$ cat src/rtl/alu8_pkg.sv
// Shared types and constants for the 8-bit ALU operand feed stage.
package alu8_pkg;

  localparam int ALU_WIDTH = 8;
  localparam int ALU_OP_W  = 3;

  localparam logic [ALU_OP_W-1:0] OP_AND = 3'd0;
  localparam logic [ALU_OP_W-1:0] OP_OR  = 3'd1;
  localparam logic [ALU_OP_W-1:0] OP_XOR = 3'd2;
  localparam logic [ALU_OP_W-1:0] OP_NOT = 3'd3;
  localparam logic [ALU_OP_W-1:0] OP_ADD = 3'd4;
  localparam logic [ALU_OP_W-1:0] OP_SUB = 3'd5;

  typedef enum logic [0:0] {
    WAIT_A = 1'b0,
    WAIT_B = 1'b1
  } state_e;

  typedef struct packed {
    logic [ALU_OP_W-1:0]  op;
    logic [ALU_WIDTH-1:0] a;
    logic [ALU_WIDTH-1:0] b;
  } entry_t;

endpackage

$ cat src/rtl/operand_fifo.sv
// Circular-buffer FIFO with a registered head entry (first-word fall-through).
module operand_fifo #(
  parameter int DEPTH = 2,
  parameter int DW    = 19,
  localparam int PTR_W = $clog2(DEPTH),
  localparam int LVL_W = $clog2(DEPTH + 1)
) (
  input  logic             clk,
  input  logic             rst,
  input  logic             flush,
  input  logic             push,
  input  logic             pop,
  input  logic [DW-1:0]    din,
  output logic [DW-1:0]    dout,
  output logic             full,
  output logic             empty,
  output logic [LVL_W-1:0] level
);

  logic [DW-1:0]    mem_q [DEPTH];
  logic [PTR_W-1:0] wr_ptr_q, wr_ptr_d;
  logic [PTR_W-1:0] rd_ptr_q, rd_ptr_d;
  logic [LVL_W-1:0] cnt_q, cnt_d;
  logic [DW-1:0]    head_q, head_d;
  logic             push_ok_s, pop_ok_s;

  assign full      = (cnt_q == LVL_W'(DEPTH));
  assign empty     = (cnt_q == {LVL_W{1'b0}});
  assign level     = cnt_q;
  assign dout      = head_q;
  assign push_ok_s = push && !full && !flush;
  assign pop_ok_s  = pop && !empty && !flush;

  // Next pointers, occupancy and head entry; flush overrides everything.
  always_comb begin
    wr_ptr_d = wr_ptr_q;
    rd_ptr_d = rd_ptr_q;
    cnt_d    = cnt_q;
    head_d   = head_q;
    if (flush) begin
      wr_ptr_d = {PTR_W{1'b0}};
      rd_ptr_d = {PTR_W{1'b0}};
      cnt_d    = {LVL_W{1'b0}};
      head_d   = {DW{1'b0}};
    end else begin
      if (push_ok_s) begin
        wr_ptr_d = wr_ptr_q + PTR_W'(1);
      end else begin
        wr_ptr_d = wr_ptr_q;
      end
      if (pop_ok_s) begin
        rd_ptr_d = rd_ptr_q + PTR_W'(1);
      end else begin
        rd_ptr_d = rd_ptr_q;
      end
      case ({push_ok_s, pop_ok_s})
        2'b10:   cnt_d = cnt_q + LVL_W'(1);
        2'b01:   cnt_d = cnt_q - LVL_W'(1);
        default: cnt_d = cnt_q;
      endcase
      // Head keeps the last popped entry when the FIFO drains empty.
      if (pop_ok_s) begin
        if (cnt_q > LVL_W'(1)) begin
          head_d = mem_q[rd_ptr_q + PTR_W'(1)];
        end else if (push_ok_s) begin
          head_d = din;
        end else begin
          head_d = head_q;
        end
      end else if (push_ok_s && empty) begin
        head_d = din;
      end else begin
        head_d = head_q;
      end
    end
  end

  // Pointer, count and head registers.
  always_ff @(posedge clk or posedge rst) begin
    if (rst) begin
      wr_ptr_q <= {PTR_W{1'b0}};
      rd_ptr_q <= {PTR_W{1'b0}};
      cnt_q    <= {LVL_W{1'b0}};
      head_q   <= {DW{1'b0}};
    end else begin
      wr_ptr_q <= wr_ptr_d;
      rd_ptr_q <= rd_ptr_d;
      cnt_q    <= cnt_d;
      head_q   <= head_d;
    end
  end

  // Storage array write port.
  always_ff @(posedge clk or posedge rst) begin
    if (rst) begin
      for (int i = 0; i < DEPTH; i++) begin
        mem_q[i] <= {DW{1'b0}};
      end
    end else if (push_ok_s) begin
      mem_q[wr_ptr_q] <= din;
    end else begin
      mem_q[wr_ptr_q] <= mem_q[wr_ptr_q];
    end
  end

endmodule

$ cat src/rtl/alu_operand_stage.sv
// Assembles byte-serial {A+op, B} beats into operand triples and queues them
// for the ALU datapath behind a valid/ready handshake.
module alu_operand_stage
  import alu8_pkg::*;
#(
  parameter int WIDTH = ALU_WIDTH,
  parameter int OP_W  = ALU_OP_W,
  parameter int DEPTH = 2
) (
  input  logic                         clk,
  input  logic                         rst,
  input  logic                         flush,
  input  logic [WIDTH-1:0]             in_data,
  input  logic [OP_W-1:0]              in_op,
  input  logic                         in_valid,
  output logic                         in_ready,
  output logic [WIDTH-1:0]             out_a,
  output logic [WIDTH-1:0]             out_b,
  output logic [OP_W-1:0]              out_op,
  output logic                         out_valid,
  input  logic                         out_ready,
  output logic [$clog2(DEPTH+1)-1:0]   level
);

  localparam int ENTRY_W = OP_W + 2 * WIDTH;

  state_e             state_q, state_d;
  logic [WIDTH-1:0]   a_hold_q, a_hold_d;
  logic [OP_W-1:0]    op_hold_q, op_hold_d;
  logic               full_s, empty_s, beat_s, push_s;
  logic [ENTRY_W-1:0] din_s, dout_s;

  // Ready depends only on registered state, never on out_ready.
  always_comb begin
    case (state_q)
      WAIT_A:  in_ready = 1'b1;
      WAIT_B:  in_ready = !full_s;
      default: in_ready = 1'b0;
    endcase
  end

  assign beat_s = in_valid && in_ready && !flush;
  assign din_s  = {op_hold_q, a_hold_q, in_data};

  // Beat assembler next-state logic.
  always_comb begin
    state_d   = state_q;
    a_hold_d  = a_hold_q;
    op_hold_d = op_hold_q;
    push_s    = 1'b0;
    if (flush) begin
      state_d   = WAIT_A;
      a_hold_d  = {WIDTH{1'b0}};
      op_hold_d = {OP_W{1'b0}};
    end else begin
      case (state_q)
        WAIT_A: begin
          if (beat_s) begin
            a_hold_d  = in_data;
            op_hold_d = in_op;
            state_d   = WAIT_B;
          end else begin
            state_d   = WAIT_A;
          end
        end
        WAIT_B: begin
          if (beat_s) begin
            push_s  = 1'b1;
            state_d = WAIT_A;
          end else begin
            state_d = WAIT_B;
          end
        end
        default: state_d = WAIT_A;
      endcase
    end
  end

  // Assembler state and hold registers.
  always_ff @(posedge clk or posedge rst) begin
    if (rst) begin
      state_q   <= WAIT_A;
      a_hold_q  <= {WIDTH{1'b0}};
      op_hold_q <= {OP_W{1'b0}};
    end else begin
      state_q   <= state_d;
      a_hold_q  <= a_hold_d;
      op_hold_q <= op_hold_d;
    end
  end

  operand_fifo #(
    .DEPTH (DEPTH),
    .DW    (ENTRY_W)
  ) u_fifo (
    .clk   (clk),
    .rst   (rst),
    .flush (flush),
    .push  (push_s),
    .pop   (out_ready),
    .din   (din_s),
    .dout  (dout_s),
    .full  (full_s),
    .empty (empty_s),
    .level (level)
  );

  assign {out_op, out_a, out_b} = dout_s;
  assign out_valid              = !empty_s;

endmodule

$ cat config.mk
export PLATFORM = sky130hd
export DESIGN_NAME = alu_operand_stage
export DESIGN_NICKNAME = d
export VERILOG_FILES = /design/src/rtl/alu8_pkg.sv /design/src/rtl/operand_fifo.sv /design/src/rtl/alu_operand_stage.sv
export SDC_FILE = /design/constraint.sdc
export NUM_CORES = 1
export LEC_CHECK = 0
export CAP_MARGIN = 10
export CORE_MARGIN = 3
export CORE_UTILIZATION = 50
export DETAILED_ROUTE_END_ITERATION = 6
export PLACE_DENSITY = 0.79
export SLEW_MARGIN = 25
export SYNTH_ARGS = -nofsm -noshare
export SYNTH_HDL_FRONTEND = slang
export SYNTH_SLANG_ARGS = --single-unit
$ cat constraint.sdc
create_clock -name clk -period 2.18 [get_ports clk]
set_clock_uncertainty 0.1 [all_clocks]
set_input_delay 0.327 -clock clk [delete_from_list [all_inputs] [get_ports clk]]
set_output_delay 0.327 -clock clk [all_outputs]
set_load 0.05 [all_outputs]
==> key figures, run 1 <==
Timing
  – Fmax: 449 MHz
  – Hold slack: 0.230 ns
  – Slew HR: 0.663
  – Setup ws final: -0.0448 ns
  – Worst Tran Pin Value: 0.504 ns
  – Setup TNS: -0.452 ns
  – Final period utilization: 1.02
  – Final Setup Violations: 19
  – Hold Violations, Final: 0
  – Post-layout min period: 2.22 ns
  – Unrepaired setup endpoints after global routing: yes
  – Max Slew Vio Count: 0

Clock tree
  – Max clock buf depth: 2
  – Htree depth: 3
  – TritonCTS Sinks: 73
  – TritonCTS buffer count: 9
  – Clk slew on worst S/H paths: 0.08 ns
  – Root Buffer: clkbuf_8
  – Worst-Skew Late Latency: 0.35 ns
  – Hold_buf cts: 0
  – CTS tree: done

Pwr
  – Int Pwr: 2.46 mW
  – Static Leak: 1.97 nW
  – Flop pwr share: 0.451
  – Clock power share: 0.249
  – Comb power frac: 0.299
  – Sw frac: 0.327
  – PwrDens: 814 nW/um^2
  – Peak supply drop: 536 uV
  – Switching pwr: 1.20 mW

Worst setup path
  – R2R Setup Slk: -0.04 ns
  – CP startpoint: u_fifo.level[0]
  – Critical path cell sequence: inv_4, ha_4, nand2_8, and3b_1, ha_2, nand2b_4, nor3b_4, buf_6, clkbuf_16, mux2_4
  – Critical path peak fanout: 5
  – Critical R2R Launch: u_fifo.level[0]
  – Crit path required time: 2.30 ns
  – Slowest CP cell: dfrtp_2
  – CP Class: reg -> reg
  – WP data arrival: 2.35 ns
  – Cell family with most CP delay: simple AND/OR/NAND/NOR gates
  – CP max stage delay: 0.40 ns
  – Startpoint types: flip-flop
  – Worst Setup End Kind: flip-flop
  – Worst reg-to-reg path cell count: 10
  – Crit path buf inv count: 3
  – Capture point of the worst reg-to-reg path: u_fifo.mem_q[9]

Die
  – Chip width: 89.3 um
  – Core ar.: 6530 um^2
  – Io pins: 39
  – Die Y: 89.3 um
  – Row cnt: 29
  – Die Outline Area: 7970 um^2
  – Starting Density: 0.531

Global route
  – Antenna violations before repair: 0
  – Largest net degree at the start of global routing: 25
  – Gr usage total: 0.191
  – Overflow after GRT: 0
  – First-pass GRT wire length: 11.5 mm
  – Vias in the first global route: 2287

Synth
  – Area of the mapped netlist: 3470 um^2
  – Top cells by area, synth: dfrtp_1 (53%), mux2_2 (11%), mux2_1 (7.5%), mux2i_1 (5.5%), nand2b_1 (4.1%)
  – Count leader, synth: dfrtp_1
  – Syn_nets: 293
  – FFs w/ async S/R, synth: 1.00
  – Average cell area after synthesis: 12.7 um^2
  – Post-synth EDFFs: 0
  – #FFs+latches synth: 73
  – Main synth FF type: dfrtp_1
  – Yosys warnings: 0
  – Post-synth top cells: dfrtp_1 (73), mux2_2 (34), nand2_1 (24)
  – Netlist cell types: 28
  – Area share of the largest cell type after synthesis: 0.527
  – Cell taking the most area after synthesis: dfrtp_1
  – Post-synthesis sequential area ratio: 0.527
  – Post-Syn Instances: 273

Flow run
  – Max-Cap Viols: 0

Place
  – HPWL after detailed placement: 4.69 mm
  – GP Congestion: 0.843
  – Placed cell count: 390
  – # port buffers: 38

Drt
  – Final ANT Viol Nets: 0
  – Via/cell ratio: 5.55
  – # DRC: 0
  – Total number of vias: 2291
  – Router iterations before antenna repair: 4
  – Wire per inst: 18.6 um
  – Drt total wl: 7.67 mm
  – Initial DRC Count: 75

Cells and area
  – Area of the multi-input gates: 1690 um^2
  – Reg area: 1830 um^2
  – Fillcell total: 464
  – Final Instance Count excl. Fillers: 413
  – # diodes: 0
  – Nets: 351
  – Share of cells above drive strength 1: 0.351
  – Area Growth Syn to Fin: 29.7%

Status
  – Outcome: complete, but fails checks
  – Failing checks: negative setup slack

Worst hold path
  – Hold Crit Class: in -> async
state kept, by name (all words and copies together) (netlist names):
| name | count |
|---|---|
| op_hold_q | 3 |
| u_fifo.dout | 19 |
| u_fifo.wr_ptr_q | 1 |
| a_hold_q | 8 |
| u_fifo.level | 2 |
| state_q | 1 |
| u_fifo.rd_ptr_q | 1 |
| u_fifo.mem_q | 38 |
cells in the final DEF (no fill, tap or decap), types with 5 or more instances in the layout:
master	synthesis	routed
o22ai_1	9	6
buf_12	1	5
nand2b_1	23	20
mux2_2	34	25
buf_4	3	15
dfrtp_1	73	71
buf_6	2	7
mux2i_1	19	17
a21oi_1	12	12
mux2_4	0	19
clkbuf_8	0	10
nand2_1	24	23
o22ai_2	10	13
mux2_1	23	13
clkdlybuf4s50_1	0	36
power groups by stage:
stage	registers, mW	clock network [mW]	logic (mW)
after floorplan	1.77	0	0.609
after global placement	1.66	0	1.00
after detailed placement	1.67	0	1.02
after CTS	1.64	0.931	1.03
after global routing	1.67	0.997	1.18
final	1.65	0.913	1.10
per-stage QoR:
step | utilization | setup WS (ns) | area (um^2) | power [mW]
after global routing | 0.689 | -0.134 | 4500 | 3.85
final | 0.689 | -0.0448 | 4500 | 3.66
after CTS | 0.652 | -0.0111 | 4260 | 3.60
after global placement | 0.626 | -0.0721 | 4090 | 2.66
after floorplan | - | -0.251 | 3540 | 2.38
after detailed placement | 0.626 | -0.0926 | 4090 | 2.69
what timing repair did:
action,4_1_cts,5_1_grt
setup buffers,0,4
setup endpoints to repair,8,57
pin swaps,0,2
gates resized for setup,1,37
gates cloned,0,3
worst register-to-register path, stage by stage, from the launching register on:
cell	delay, ns
dfrtp_2	0.40
inv_4	0.06
ha_4	0.18
nand2_8	0.06
and3b_1	0.17
ha_2	0.20
nand2b_4	0.08
nor3b_4	0.26
buf_6	0.15
clkbuf_16	0.15
mux2_4	0.30
how the worst max path moves through the flow:
stage | to | slack [ns] | cells after the start
detailed placement | u_fifo.dout[15] | -0.09 | 8
finish | u_fifo.mem_q[9] | -0.04 | 10
global placement | u_fifo.dout[13] | -0.07 | 8
floorplan | u_fifo.mem_q[19] | -0.25 | 9
CTS | u_fifo.dout[3] | -0.01 | 10
global route | u_fifo.mem_q[15] | -0.13 | 10
layer usage:
metal	share of wire	vias to the layer above	track usage
met5	0	-	0
met4	0.014	0	0.0528
met3	0.033	10	0.0498
met2	0.50	38	0.306
met1	0.45	1177	0.259
li1	-	1066	-
cell type report:
cell class                      instances  area share
Inverter                                4     0.00473
Clock buffer                           12      0.0322
Sequential cell                        73       0.406
Tap cell                               77      0.0214
Multi-Input combinational cell        178       0.375
Clock inverter                          4     0.00445
Timing Repair Buffer                   65       0.156
kinds of logic after synthesis:
group / share of synthesized area
xor+xnor: 0.0101
simple gates: 0.0930
compound gates: 0.0783
fa+ha+maj: 0.0144
mux: 0.240
buf+inv: 0.0379
flops: 0.527
Note: power is estimated with default switching activity, not from simulation.
==> inputs of run 2 (changes only) <==
--- a/config.mk
+++ b/config.mk
@@ -5,7 +5,7 @@
 export SDC_FILE = /design/constraint.sdc
 export NUM_CORES = 1
 export LEC_CHECK = 0
-export CAP_MARGIN = 10
+export CAP_MARGIN = 20
 export CORE_MARGIN = 3
 export CORE_UTILIZATION = 50
 export DETAILED_ROUTE_END_ITERATION = 6
@@ -14,3 +14,4 @@
 export SYNTH_ARGS = -nofsm -noshare
 export SYNTH_HDL_FRONTEND = slang
 export SYNTH_SLANG_ARGS = --single-unit
+export TNS_END_PERCENT = 20
==> key figures, run 2 (synthesis results as in run 1) <==
Global route
  – First-pass GRT wire length: 12.2 mm (+6.4%)
  – Gr usage total: 0.206 (+0.0146)
  – Largest net degree at the start of global routing: 74 (+200%)
  – Antenna violations before repair: 0 (unchanged)
  – Overflow after GRT: 0 (unchanged)
  – Vias in the first global route: 2398 (+4.9%)

Cells and area
  – Commonest non-fill, non-tap cell in the layout: dfrtp_1
  – Nets: 346 (-1.4%)
  – Fillcell total: 461 (-0.65%)
  – Share of cells above drive strength 1: 0.299 (-0.0521)
  – # diodes: 0 (unchanged)
  – Post-layout util: 0.672 (-0.0169)
  – Largest register FFs: 38 (unchanged)
  – Register name with the most flops: u_fifo.mem_q
  – Area Growth Syn to Fin: 26.5%
  – Commonest non-fill, non-tap cells in the layout: dfrtp_1 (71), clkdlybuf4s50_1 (36), mux2_2 (31)

Drt
  – Initial DRC Count: 104 (+39%)
  – Final ANT Viol Nets: 0 (unchanged)
  – Router iterations before antenna repair: 4 (unchanged)
  – Wire per inst: 19.1 um (+2.9%)
  – # DRC: 0 (unchanged)
  – Via/cell ratio: 5.59 (+0.78%)
  – Drt total wl: 7.80 mm (+1.7%)
  – Total number of vias: 2281 (-0.44%)

Timing
  – Worst Tran Pin Value: 0.499 ns (-0.00474 ns)
  – Setup ws final: 0.0212 ns (+0.0661 ns)
  – Unrepaired setup endpoints after global routing: yes
  – Final Setup Violations: 0 (-19)
  – Setup TNS: 0 ns (+0.452 ns)
  – Max Slew Vio Count: 0 (unchanged)
  – Fmax: 463 MHz (+3.1%)
  – Hold slack: 0.317 ns (+0.0870 ns)
  – Post-layout min period: 2.16 ns (-0.0661 ns)
  – Final period utilization: 0.990 (-0.0303)
  – Slew HR: 0.666 (+0.00317)
  – Hold Violations, Final: 0 (unchanged)

Worst setup path
  – Startpoint types: flip-flop
  – Worst Setup End Kind: flip-flop
  – Crit path buf inv count: 3 (unchanged)
  – Slowest CP cell: dfrtp_2
  – Cell family with most CP delay: simple AND/OR/NAND/NOR gates
  – CP max stage delay: 0.39 ns (about the same)
  – Crit path required time: 2.31 ns (about the same)
  – WP data arrival: 2.29 ns (-0.06 ns)
  – Critical path peak fanout: 10 (+5)
  – CP Class: reg -> reg
  – Critical path cell sequence: inv_2, ha_4, nand2_8, and3b_1, ha_2, nand2b_4, nor3b_4, buf_6, buf_12, mux2_1

Place
  – Pre-CTS setup slack: -0.100 ns (-0.00748 ns)
  – HPWL after detailed placement: 4.63 mm (-1.3%)
  – # port buffers: 38 (unchanged)
  – GP Congestion: 0.752 (-11%)

Clock tree
  – Root Buffer: clkbuf_8
  – Hold_buf cts: 0 (unchanged)
  – Clk slew on worst S/H paths: 0.07 ns (about the same)
  – Worst-Skew Late Latency: 0.35 ns (about the same)
  – CTS tree: done
  – Htree depth: 3 (unchanged)
  – TritonCTS buffer count: 9 (unchanged)
  – Max clock buf depth: 2 (unchanged)
  – TritonCTS Sinks: 73 (unchanged)

Die
  – Die Y: 89.3 um (unchanged)
  – Row cnt: 29 (unchanged)
  – Io pins: 39 (unchanged)
  – Chip width: 89.3 um (unchanged)
  – Starting Density: 0.531 (unchanged)
  – Core ar.: 6530 um^2 (unchanged)
  – Die Outline Area: 7970 um^2 (unchanged)

Pwr
  – PwrDens: 895 nW/um^2 (+9.9%)
  – Static Leak: 1.95 nW (-1.2%)
  – Peak supply drop: 544 uV (+1.5%)

Worst hold path
  – Hold Crit Class: in -> async

Status
  – Outcome: completed

Flow run
  – Max-Cap Viols: 0 (unchanged)
-- run 2: cell types whose count changed in the layout (fill, tap and decap cells not counted), sizes merged --
cell / delta
bufinv: +2
clkinv: -1
clkbuf: -1
buf: -5
-- run 2: where the power goes --
| group | total, mW | switching [mW] | internal (mW) |
|---|---|---|---|
| registers | 1.65 | 0.124 | 1.52 |
| clock network | 1.19 | 0.513 | 0.674 |
| logic | 1.09 | 0.613 | 0.480 |
| total | 3.93 | 1.25 | 2.68 |
-- run 2: per-layer routing --
| metal | vias to the layer above | wire length (um) | GRT usage |
|---|---|---|---|
| met5 | - | 0 | 0 |
| met4 | 0 | 200 | 0.100 |
| met3 | 23 | 253 | 0.0341 |
| met2 | 52 | 3730 | 0.321 |
| met1 | 1145 | 3620 | 0.281 |
| li1 | 1061 | - | - |
-- run 2: repair_timing --
action                                  4_1_cts  5_1_grt
setup buffers                                 0        2
endpoints found under the setup margin        0       57
gates resized for setup                       0       11
-- run 2: layout make-up --
cell class	instances	area [um^2]	area share
Tap cell	77	96.3	0.0219
Sequential cell	73	1830	0.417
Timing Repair Buffer	60	633	0.144
Clock inverter	5	78.8	0.0180
Inverter	4	18.8	0.00427
Multi-Input combinational cell	178	1590	0.363
Clock buffer	11	141	0.0322
-- run 2: path summary, 6_finish.rpt --
kind / from / endpoint / slack (ns) / depth (start not counted)
worst min-delay path: rst / u_fifo.dout[13] / 0.32 / 3
max in group asynchronous: rst / u_fifo.level[0] / 1.31 / 3
min in group clk: u_fifo.mem_q[35] / u_fifo.mem_q[35] / 0.38 / 1
worst min register to register: u_fifo.mem_q[35] / u_fifo.mem_q[35] / 0.38 / 1
worst max register to register: u_fifo.level[0] / u_fifo.mem_q[7] / 0.02 / 10
worst max-delay path: u_fifo.level[0] / u_fifo.mem_q[7] / 0.02 / 10
-- run 2: worst min-delay path: cells and delay by family --
family,cells,cell delay [ns]
buffers and inverters,3,0.85
-- run 2: metrics by stage --
step	instance area [um^2]	instances	total power, mW
after global placement	4050	387	2.66
final	4390	408	3.93
after global routing	4390	408	4.10
after detailed placement	4050	387	2.70
after floorplan	3520	273	2.36
after CTS	4270	403	3.91
